## config.mk

```make
export PLATFORM = sky130hd
export DESIGN_NAME = readout
export DESIGN_NICKNAME = d
export VERILOG_FILES = /design/src/rtl/la_pkg.sv /design/src/rtl/wrap_counter.sv /design/src/rtl/readout.sv
export SDC_FILE = /design/constraint.sdc
export NUM_CORES = 1
export LEC_CHECK = 0
export CAP_MARGIN = 20
export CORE_MARGIN = 4
export CORE_UTILIZATION = 50
export CTS_CLUSTER_SIZE = 14
export DETAILED_ROUTE_END_ITERATION = 8
export GPL_TIMING_DRIVEN = 1
export MAX_ROUTING_LAYER = met4
export PLACE_DENSITY_LB_ADDON = 0.2
export SLEW_MARGIN = 30
export SYNTH_ARGS = -nofsm -noshare
export SYNTH_HDL_FRONTEND = slang
export SYNTH_SLANG_ARGS = --single-unit
```

## constraint.sdc

```tcl
create_clock -name clk -period 2.1 [get_ports clk]
set_clock_uncertainty 0.05 [all_clocks]
set_input_delay 0.525 -clock clk [delete_from_list [all_inputs] [get_ports clk]]
set_output_delay 0.525 -clock clk [all_outputs]
set_load 0.005 [all_outputs]
```

## src/rtl/la_pkg.sv

```systemverilog
// la_pkg: shared logic-analyser constants and readout state encoding
package la_pkg;
  localparam int RAM_SIZE = 1536;
  localparam int ADDR_W = 11;
  typedef enum logic [2:0] {S_IDLE, S_READ, S_LOAD, S_SEND, S_CSUM, S_FIN} state_t;
endpackage

```

## src/rtl/wrap_counter.sv

```systemverilog
// wrap_counter: loadable up-counter that wraps from MAX-1 back to 0
module wrap_counter #(
  parameter int MAX = 1536,
  parameter int W = 11
) (
  input  logic         clk,
  input  logic         rst,
  input  logic         ld_i,
  input  logic [W-1:0] ld_val_i,
  input  logic         inc_i,
  output logic [W-1:0] q_o
);
  logic [W-1:0] q_q, q_d;
  // load has priority over increment; the last location rolls over to 0
  always_comb q_d = ld_i ? ld_val_i : inc_i ? ((q_q == W'(MAX - 1)) ? '0 : q_q + 1'b1) : q_q;
  // counter register, cleared by the active-low asynchronous reset
  always_ff @(posedge clk or negedge rst)
    if (!rst) q_q <= '0;
    else q_q <= q_d;
  assign q_o = q_q;
endmodule

```

## src/rtl/readout.sv

```systemverilog
// readout: streams the sample RAM to the host link oldest-first, one transfer per grant; READOUT_CHECKSUM_EN appends an XOR checksum byte
module readout #(
  parameter int RAM_SIZE = la_pkg::RAM_SIZE,
  parameter int ADDR_W = la_pkg::ADDR_W
) (
  input  logic              clk,
  input  logic              rst,
  input  logic              grant_rd,
  input  logic [ADDR_W-1:0] start_addr,
  output logic              done_rd,
  output logic [ADDR_W-1:0] rd_addr,
  output logic              rd_en,
  input  logic [7:0]        rd_data,
  output logic [7:0]        tx_data,
  output logic              tx_valid,
  input  logic              tx_ready
);
  import la_pkg::*;
  localparam logic [ADDR_W:0] LAST = (ADDR_W + 1)'(RAM_SIZE - 1);
  state_t          state_q;
  logic            armed_q, rd_en_q, tx_valid_q, done_q;
  logic [7:0]      tx_data_q;
  logic [ADDR_W:0] cnt_q;
  logic            addr_ld, addr_inc;
`ifdef READOUT_CHECKSUM_EN
  logic [7:0]      csum_q;
`endif
  assign addr_ld  = (state_q == S_IDLE) & grant_rd & armed_q;
  assign addr_inc = (state_q == S_SEND) & tx_ready;
  wrap_counter #(.MAX(RAM_SIZE), .W(ADDR_W)) u_addr (
    .clk      (clk),
    .rst      (rst),
    .ld_i     (addr_ld),
    .ld_val_i (start_addr),
    .inc_i    (addr_inc),
    .q_o      (rd_addr)
  );
  // transfer sequencer: READ -> LOAD -> SEND per byte; losing the grant anywhere aborts to IDLE
  always_ff @(posedge clk or negedge rst)
    if (!rst) begin
      state_q    <= S_IDLE;
      armed_q    <= 1'b1;
      rd_en_q    <= 1'b0;
      tx_valid_q <= 1'b0;
      tx_data_q  <= '0;
      done_q     <= 1'b0;
      cnt_q      <= '0;
`ifdef READOUT_CHECKSUM_EN
      csum_q     <= '0;
`endif
    end else if (state_q != S_IDLE && !grant_rd) begin
      state_q    <= S_IDLE;
      rd_en_q    <= 1'b0;
      tx_valid_q <= 1'b0;
      done_q     <= 1'b0;
    end else begin
      case (state_q)
        S_IDLE:
          if (!grant_rd) armed_q <= 1'b1;
          else if (armed_q) begin
            state_q <= S_READ;
            rd_en_q <= 1'b1;
            cnt_q   <= '0;
`ifdef READOUT_CHECKSUM_EN
            csum_q  <= '0;
`endif
          end
        S_READ: begin
          state_q <= S_LOAD;
          rd_en_q <= 1'b0;
        end
        S_LOAD: begin
          state_q    <= S_SEND;
          tx_data_q  <= rd_data;
          tx_valid_q <= 1'b1;
        end
        S_SEND:
          if (tx_ready) begin
            tx_valid_q <= 1'b0;
            cnt_q      <= cnt_q + 1'b1;
`ifdef READOUT_CHECKSUM_EN
            csum_q     <= csum_q ^ tx_data_q;
`endif
            if (cnt_q == LAST) begin
`ifdef READOUT_CHECKSUM_EN
              state_q    <= S_CSUM;
              tx_data_q  <= csum_q ^ tx_data_q;
              tx_valid_q <= 1'b1;
`else
              state_q <= S_FIN;
              done_q  <= 1'b1;
`endif
            end else begin
              state_q <= S_READ;
              rd_en_q <= 1'b1;
            end
          end
`ifdef READOUT_CHECKSUM_EN
        S_CSUM:
          if (tx_ready) begin
            state_q    <= S_FIN;
            tx_valid_q <= 1'b0;
            done_q     <= 1'b1;
          end
`endif
        S_FIN: begin
          state_q <= S_IDLE;
          done_q  <= 1'b0;
          armed_q <= 1'b0;
        end
        default: state_q <= S_IDLE;
      endcase
    end
  assign done_rd  = done_q;
  assign rd_en    = rd_en_q;
  assign tx_data  = tx_data_q;
  assign tx_valid = tx_valid_q;
endmodule
```

==> impl_metrics.env <==
export IMPL_synth_edf_count=0
export IMPL_drc=0
export IMPL_postCtsSetupBuffers=0
export IMPL_numCtsBuffers=5
export IMPL_dieHeight_um=71.4
export IMPL_start_util_pct=53.4
export IMPL_port_buffers=44
export IMPL_num_antenna_cells=0
export IMPL_synth_avg_cell_area_um2=9.91
export IMPL_layout_commonest_cell="clkdlybuf4s50_1"
export IMPL_hold_viol=0
export IMPL_ys_types=52
export IMPL_r2r_start="u_addr.q_o[0]$_DFFE_PN0P_"
export IMPL_maxCapViolCount=0
export IMPL_r2r_end="u_addr.q_o[9]$_DFFE_PN0P_"
export IMPL_drtIter0Drc=158
export IMPL_drive_gt1_share_pct=19.0
export IMPL_antenna_left=0
export IMPL_grt_max_degree=23
export IMPL_path_clk_slew_ns=0.08
export IMPL_power_mw=2.95
export IMPL_seq_area_frac_synth_pct=47.3
export IMPL_synthMuxAreaShare_pct=4.48
export IMPL_firstDrtPassIters=4
export IMPL_slew_limit_headroom_pct=66.7
export IMPL_pin_count=45
export IMPL_critPathMaxFanout=4
export IMPL_dieArea_mm2=0.00510
export IMPL_finalSetupViolations=0
export IMPL_p_leak_nw=1.22
export IMPL_irDropWorstVdd_mv=0.833
export IMPL_critPathKind="in -> reg"
export IMPL_regToRegSetupSlack_ns=0.22
export IMPL_die_width_um=71.4
export IMPL_core_area_mm2=0.00377
export IMPL_globalRouteTotalUtil_pct=21.1
export IMPL_dp_cells=309
export IMPL_place_congestion=0.803
export IMPL_num_rows=22
export IMPL_synth_simple_area_share_pct=23.0
export IMPL_syn2layout_area_growth_pct=39.9
export IMPL_nets=293
export IMPL_layout_min_cycle_time_ns=1.99
export IMPL_fill_cells=279
export IMPL_dp_hpwl_um=3680
export IMPL_min_period_over_period_pct=94.6
export IMPL_slew_violations=0
export IMPL_cts_tree="built"
export IMPL_synth_compound_area_share_pct=18.5
export IMPL_grt_pass1_wl_um=8310
export IMPL_p_per_area_mw_per_mm2=1050
export IMPL_synth_seq_cells=38
export IMPL_wire_per_inst_um=15.8
export IMPL_setup_tns_ns=0
export IMPL_cts_sinks=38
export IMPL_synth_top_family_by_area="simple AND/OR/NAND/NOR gates"
export IMPL_cts_root_buf="clkbuf_8"
export IMPL_cts_htree_levels=2
export IMPL_synth_ff_type="dfrtp_1"
export IMPL_yosys_area_share_adder_pct=1.24
export IMPL_routed_via_count=1891
export IMPL_ctsLongestPathBuffers=2
export IMPL_antenna_found_initial=0
export IMPL_layout_common_cells="clkdlybuf4s50_1 (43), dfrtp_1 (37), buf_4 (23)"
export IMPL_synth_warnings=0
export IMPL_synth_net_count=228
export IMPL_grt_pass1_vias=1847
export IMPL_syn_area_mm2=0.00201
export IMPL_fmax_mhz=503
export IMPL_worst_pin_slew_ns=0.500
export IMPL_end_kind="flop"
export IMPL_insertion_delay_ns=0.30
export IMPL_r2r_cells=5
export IMPL_crit_path_start_kind="input pin"
export IMPL_final_cells=317
export IMPL_min_path_type="in -> async"
export IMPL_overflow=0
export IMPL_wirelength_um=5020
export IMPL_via_per_inst=5.97
export IMPL_arrival_ns=2.12
export IMPL_async_flop_share_pct=100
export IMPL_netlist_instances=203
export IMPL_status="completed"
export IMPL_critical_path_required_ns=2.23
export IMPL_synthXorXnorAreaFrac_pct=2.18
==> worst max-delay path by stage <==
stage          cells after the start                      start  slack [ns]                   endpoint
6_report                           6                   grant_rd        0.11  u_addr.q_o[2]$_DFFE_PN0P_
5_1_grt                            6                   grant_rd       -0.02  u_addr.q_o[4]$_DFFE_PN0P_
4_1_cts                            6                   grant_rd      0.0005  u_addr.q_o[2]$_DFFE_PN0P_
3_5_place_dp                       6                   grant_rd       -0.31  u_addr.q_o[6]$_DFFE_PN0P_
3_3_place_gp                       6                   grant_rd       -0.27  u_addr.q_o[2]$_DFFE_PN0P_
2_1_floorplan                      6  u_addr.q_o[0]$_DFFE_PN0P_        0.21  u_addr.q_o[9]$_DFFE_PN0P_
==> layer usage <==
| metal | GRT usage (%) | vias up | wire (um) |
|---|---|---|---|
| met5 | - | - | 0 |
| met4 | 8.56 | 0 | 89 |
| met3 | 4.63 | 10 | 257 |
| met2 | 33.6 | 47 | 2450 |
| met1 | 26.1 | 936 | 2220 |
| li1 | - | 898 | - |
==> critical path: stages <==
cell and delay [ns]:
clkdlybuf4s50_1 0.52, nor4bb_4 0.33, buf_4 0.15, o21a_1 0.18, o21ai_0 0.11, a221o_1 0.30
==> cell usage after synthesis (2+ instances only) <==
| cell | instances | share of area (%) |
|---|---|---|
| dfrtp_1 | 37 | 46 |
| nand2_1 | 16 | 3.0 |
| o21ai_0 | 16 | 4.0 |
| nor2_1 | 11 | 2.1 |
| a21oi_1 | 9 | 2.2 |
| mux2_2 | 8 | 4.5 |
| nand3_1 | 8 | 2.0 |
| buf_2 | 7 | 1.7 |
| nor3_1 | 7 | 1.7 |
| nor4_1 | 6 | 1.9 |
| inv_1 | 5 | 0.93 |
| nand4_1 | 5 | 1.6 |
| a21o_1 | 4 | 1.5 |
| and3_1 | 4 | 1.2 |
| o211ai_1 | 4 | 1.5 |
| or3_1 | 4 | 1.2 |
| xor2_1 | 4 | 1.7 |
| a221o_1 | 3 | 1.5 |
| a22oi_1 | 3 | 1.1 |
| clkbuf_1 | 3 | 0.56 |
| nor3b_1 | 3 | 1.1 |
| or4_1 | 3 | 1.1 |
| ha_1 | 2 | 1.2 |
| o21a_1 | 2 | 0.75 |
| o21ai_1 | 2 | 0.50 |
==> stage by stage <==
step | utilization, % | hold slack (ns) | setup slack, ns | instance area, um2
after floorplan | - | 0.179 | 0.212 | 2010
after global placement | 70.4 | 0.419 | -0.269 | 2650
after detailed placement | 70.4 | 0.418 | -0.308 | 2650
after CTS | 74.2 | 0.143 | 0.000517 | 2800
after global routing | 74.6 | 0.162 | -0.0163 | 2810
final | 74.6 | 0.129 | 0.114 | 2810
==> repair_timing <==
| action | 4_1_cts | 5_1_grt |
|---|---|---|
| setup endpoints to repair | 0 | 12 |
| hold buffers | 0 | 0 |
| resized for setup | 0 | 3 |
==> kinds of logic after synthesis <==
family,after synthesis
AOI/OAI and AO/OA,55
xor gates and xnor gates,5
adders and majority gates,2
buffers and inverters,15
DFF,38
muxes,8
and+or+nand+nor,80
==> sequential cells by signal, indices dropped and copies added (netlist names) <==
register,cells
tx_valid,1
state_q,3
u_addr.q_o,11
armed_q,1
tx_data,8
cnt_q,12
done_rd,1
rd_en,1
==> power breakdown <==
group	total (mW)	internal, mW	switching [mW]
sequential	1.14	0.924	0.215
combinational	1.03	0.639	0.392
clock	0.775	0.507	0.269
total	2.95	2.07	0.876
==> layout make-up <==
type	instances	area [um2]	share of cell area [%]
Clock inverter	2	60.1	2.13
Sequential cell	38	952	33.8
Clock buffer	6	82.6	2.93
Tap cell	48	60.1	2.13
Multi-Input combinational cell	150	1010	36.0
Timing Repair Buffer	68	628	22.3
Inverter	5	18.8	0.667
No activity file was read; power rests on OpenSTA's default activity.
==> RTL change, RTL diff (config.mk and constraints unchanged) <==
`ADDR_W`: 11 -> 12.
--- a/src/rtl/la_pkg.sv
+++ b/src/rtl/la_pkg.sv
@@ -1,7 +1,7 @@
 // la_pkg: shared logic-analyser constants and readout state encoding
 package la_pkg;
   localparam int RAM_SIZE = 1536;
-  localparam int ADDR_W = 11;
+  localparam int ADDR_W = 12;
   typedef enum logic [2:0] {S_IDLE, S_READ, S_LOAD, S_SEND, S_CSUM, S_FIN} state_t;
 endpackage
 
Ports: changed (resized rd_addr and start_addr); port bits go from 45 to 47. The function was not compared with the original's and may differ.
==> RTL change against the unedited design <==
Cell area barely moved. Clock power decreased by 38%. Combinational power fell by 44%. Die area grew 2.6%. Routed wire length shrank 4.1%. Synthesized area rose by 2.9%. Non-clock buffer count fell by 1. Count of clock-buffer cells in the layout unchanged. Highest routed layer unchanged. Sequential cell count is 2 higher. Synthesized cell count is 6.4% higher. Setup slack worse by 0.043 ns. Total power decreased by 30%. Critical endpoint is now cnt_q[8]. First-iteration DRC count down 20%.
==> RTL change: results (changes against the unedited design) <==
[outcome]
outcome=finished clean  ; unchanged

[critical_path]
cp.arrival_ns=2.15  ; was 2.12 ns
r2r-start=armed_q  ; was u_addr.q_o[0]
cp_slowest_cell=clkdlybuf4s50_1  ; unchanged
worstSetupStartpoint=tx_ready  ; was grant_rd
critPathCapture=cnt_q[8]  ; was u_addr.q_o[2]
r2r_slack_ns=0.08  ; was 0.22 ns
cp_max_fo=9  ; was 4

[placed_design]
hpwl_mm=3.566  ; was 3.679 mm
port_buffers=46  ; was 44
placed_area_um2=2728  ; was 2654 um^2
gp_congestion=0.8738  ; was 0.8032
dpl_worst_slack_ns=-0.2005  ; was -0.3077 ns

[global_routing]
grt_start_max_net_pins=41  ; was 23
groute.layer.met3.usage_pct=4.571  ; was 4.628%
met2_usage_pct=32.15  ; was 33.57%
grt_pass1_vias=1842  ; was 1847
use_met1_pct=24.80  ; was 26.11%
grt_use_total_pct=20.13  ; was 21.13%

[clock_tree]
cts_buffer_depth=2  ; unchanged

[power_and_ir_drop]
p_sw_share_pct=28.12  ; was 29.74%
leakagePower_nw=1.216  ; was 1.219 nW
seq_cell_power_mw=0.989  ; was 1.14 mW
pg_clk_mw=0.481  ; was 0.775 mW
ir_drop_mv=0.5938  ; was 0.8334 mV

[routing]
first_iter_violations=126  ; was 158
via_per_inst=5.505  ; was 5.965
post_drt_wl_per_cell_um=14.47  ; was 15.85 um

[synth]
synth_common_cells=dfrtp_1, nor2_1, nand2_1  ; was dfrtp_1, nand2_1, o21ai_0
synth_cell_types=38  ; was 52
syn_inst=216  ; was 203
yosysSeqAreaShare_pct=48.40  ; was 47.33%
synth.area.top_cells=dfrtp_1, xor2_1, mux2_2  ; was dfrtp_1, mux2_2, o21ai_0
syn-num-nets=242  ; was 228

[finish]
drive_above_1_share_pct=16.61  ; was 18.96%
finalNonFillerCells=333  ; was 317
fin_nets=309  ; was 293

[sta]
tightest_slew_ns=0.5073  ; was 0.4999 ns
hold_ws_ns=0.2363  ; was 0.1293 ns
clock.fmax_mhz=492.9  ; was 503.5 MHz

[RTL change: cell count changes after synthesis, sizes merged, moves of 4 or more]
cell    unedited run  this run
inv                5         9
nor2              11        27
xor2               4        13
a21oi              9        14
or3                4         0
nor3               7         2
nand3              8        17
o211ai             5         0
nor4               6         1
[RTL change: final cells by class]
cell class              count  area (um^2)
clock buffers               6        72.57
inverters                   9        33.78
flip-flops and latches     40         1002
repair buffers             67        625.6
clock inverters             1        5.005
well taps                  50        62.56
multi-input cells         160         1010
fillers                   331         1189
[RTL change: routing by layer]
layer	part of all wire, %	vias to the layer above
met4	1.5	0
li1	-	887
met2	49	56
met3	5.3	9
met1	45	881
met5	0	-
[RTL change: logic make-up (layout without fill, tap and decap cells)]
logic type,count (synthesis),count (layout),share of synthesized area [%]
xor+xnor,17,17,7.190
simple gates,89,89,21.57
buf+inv,16,83,3.142
mux,9,9,4.834
compound gates,43,43,13.66
flops,40,40,48.40
fa+ha+maj,2,2,1.208
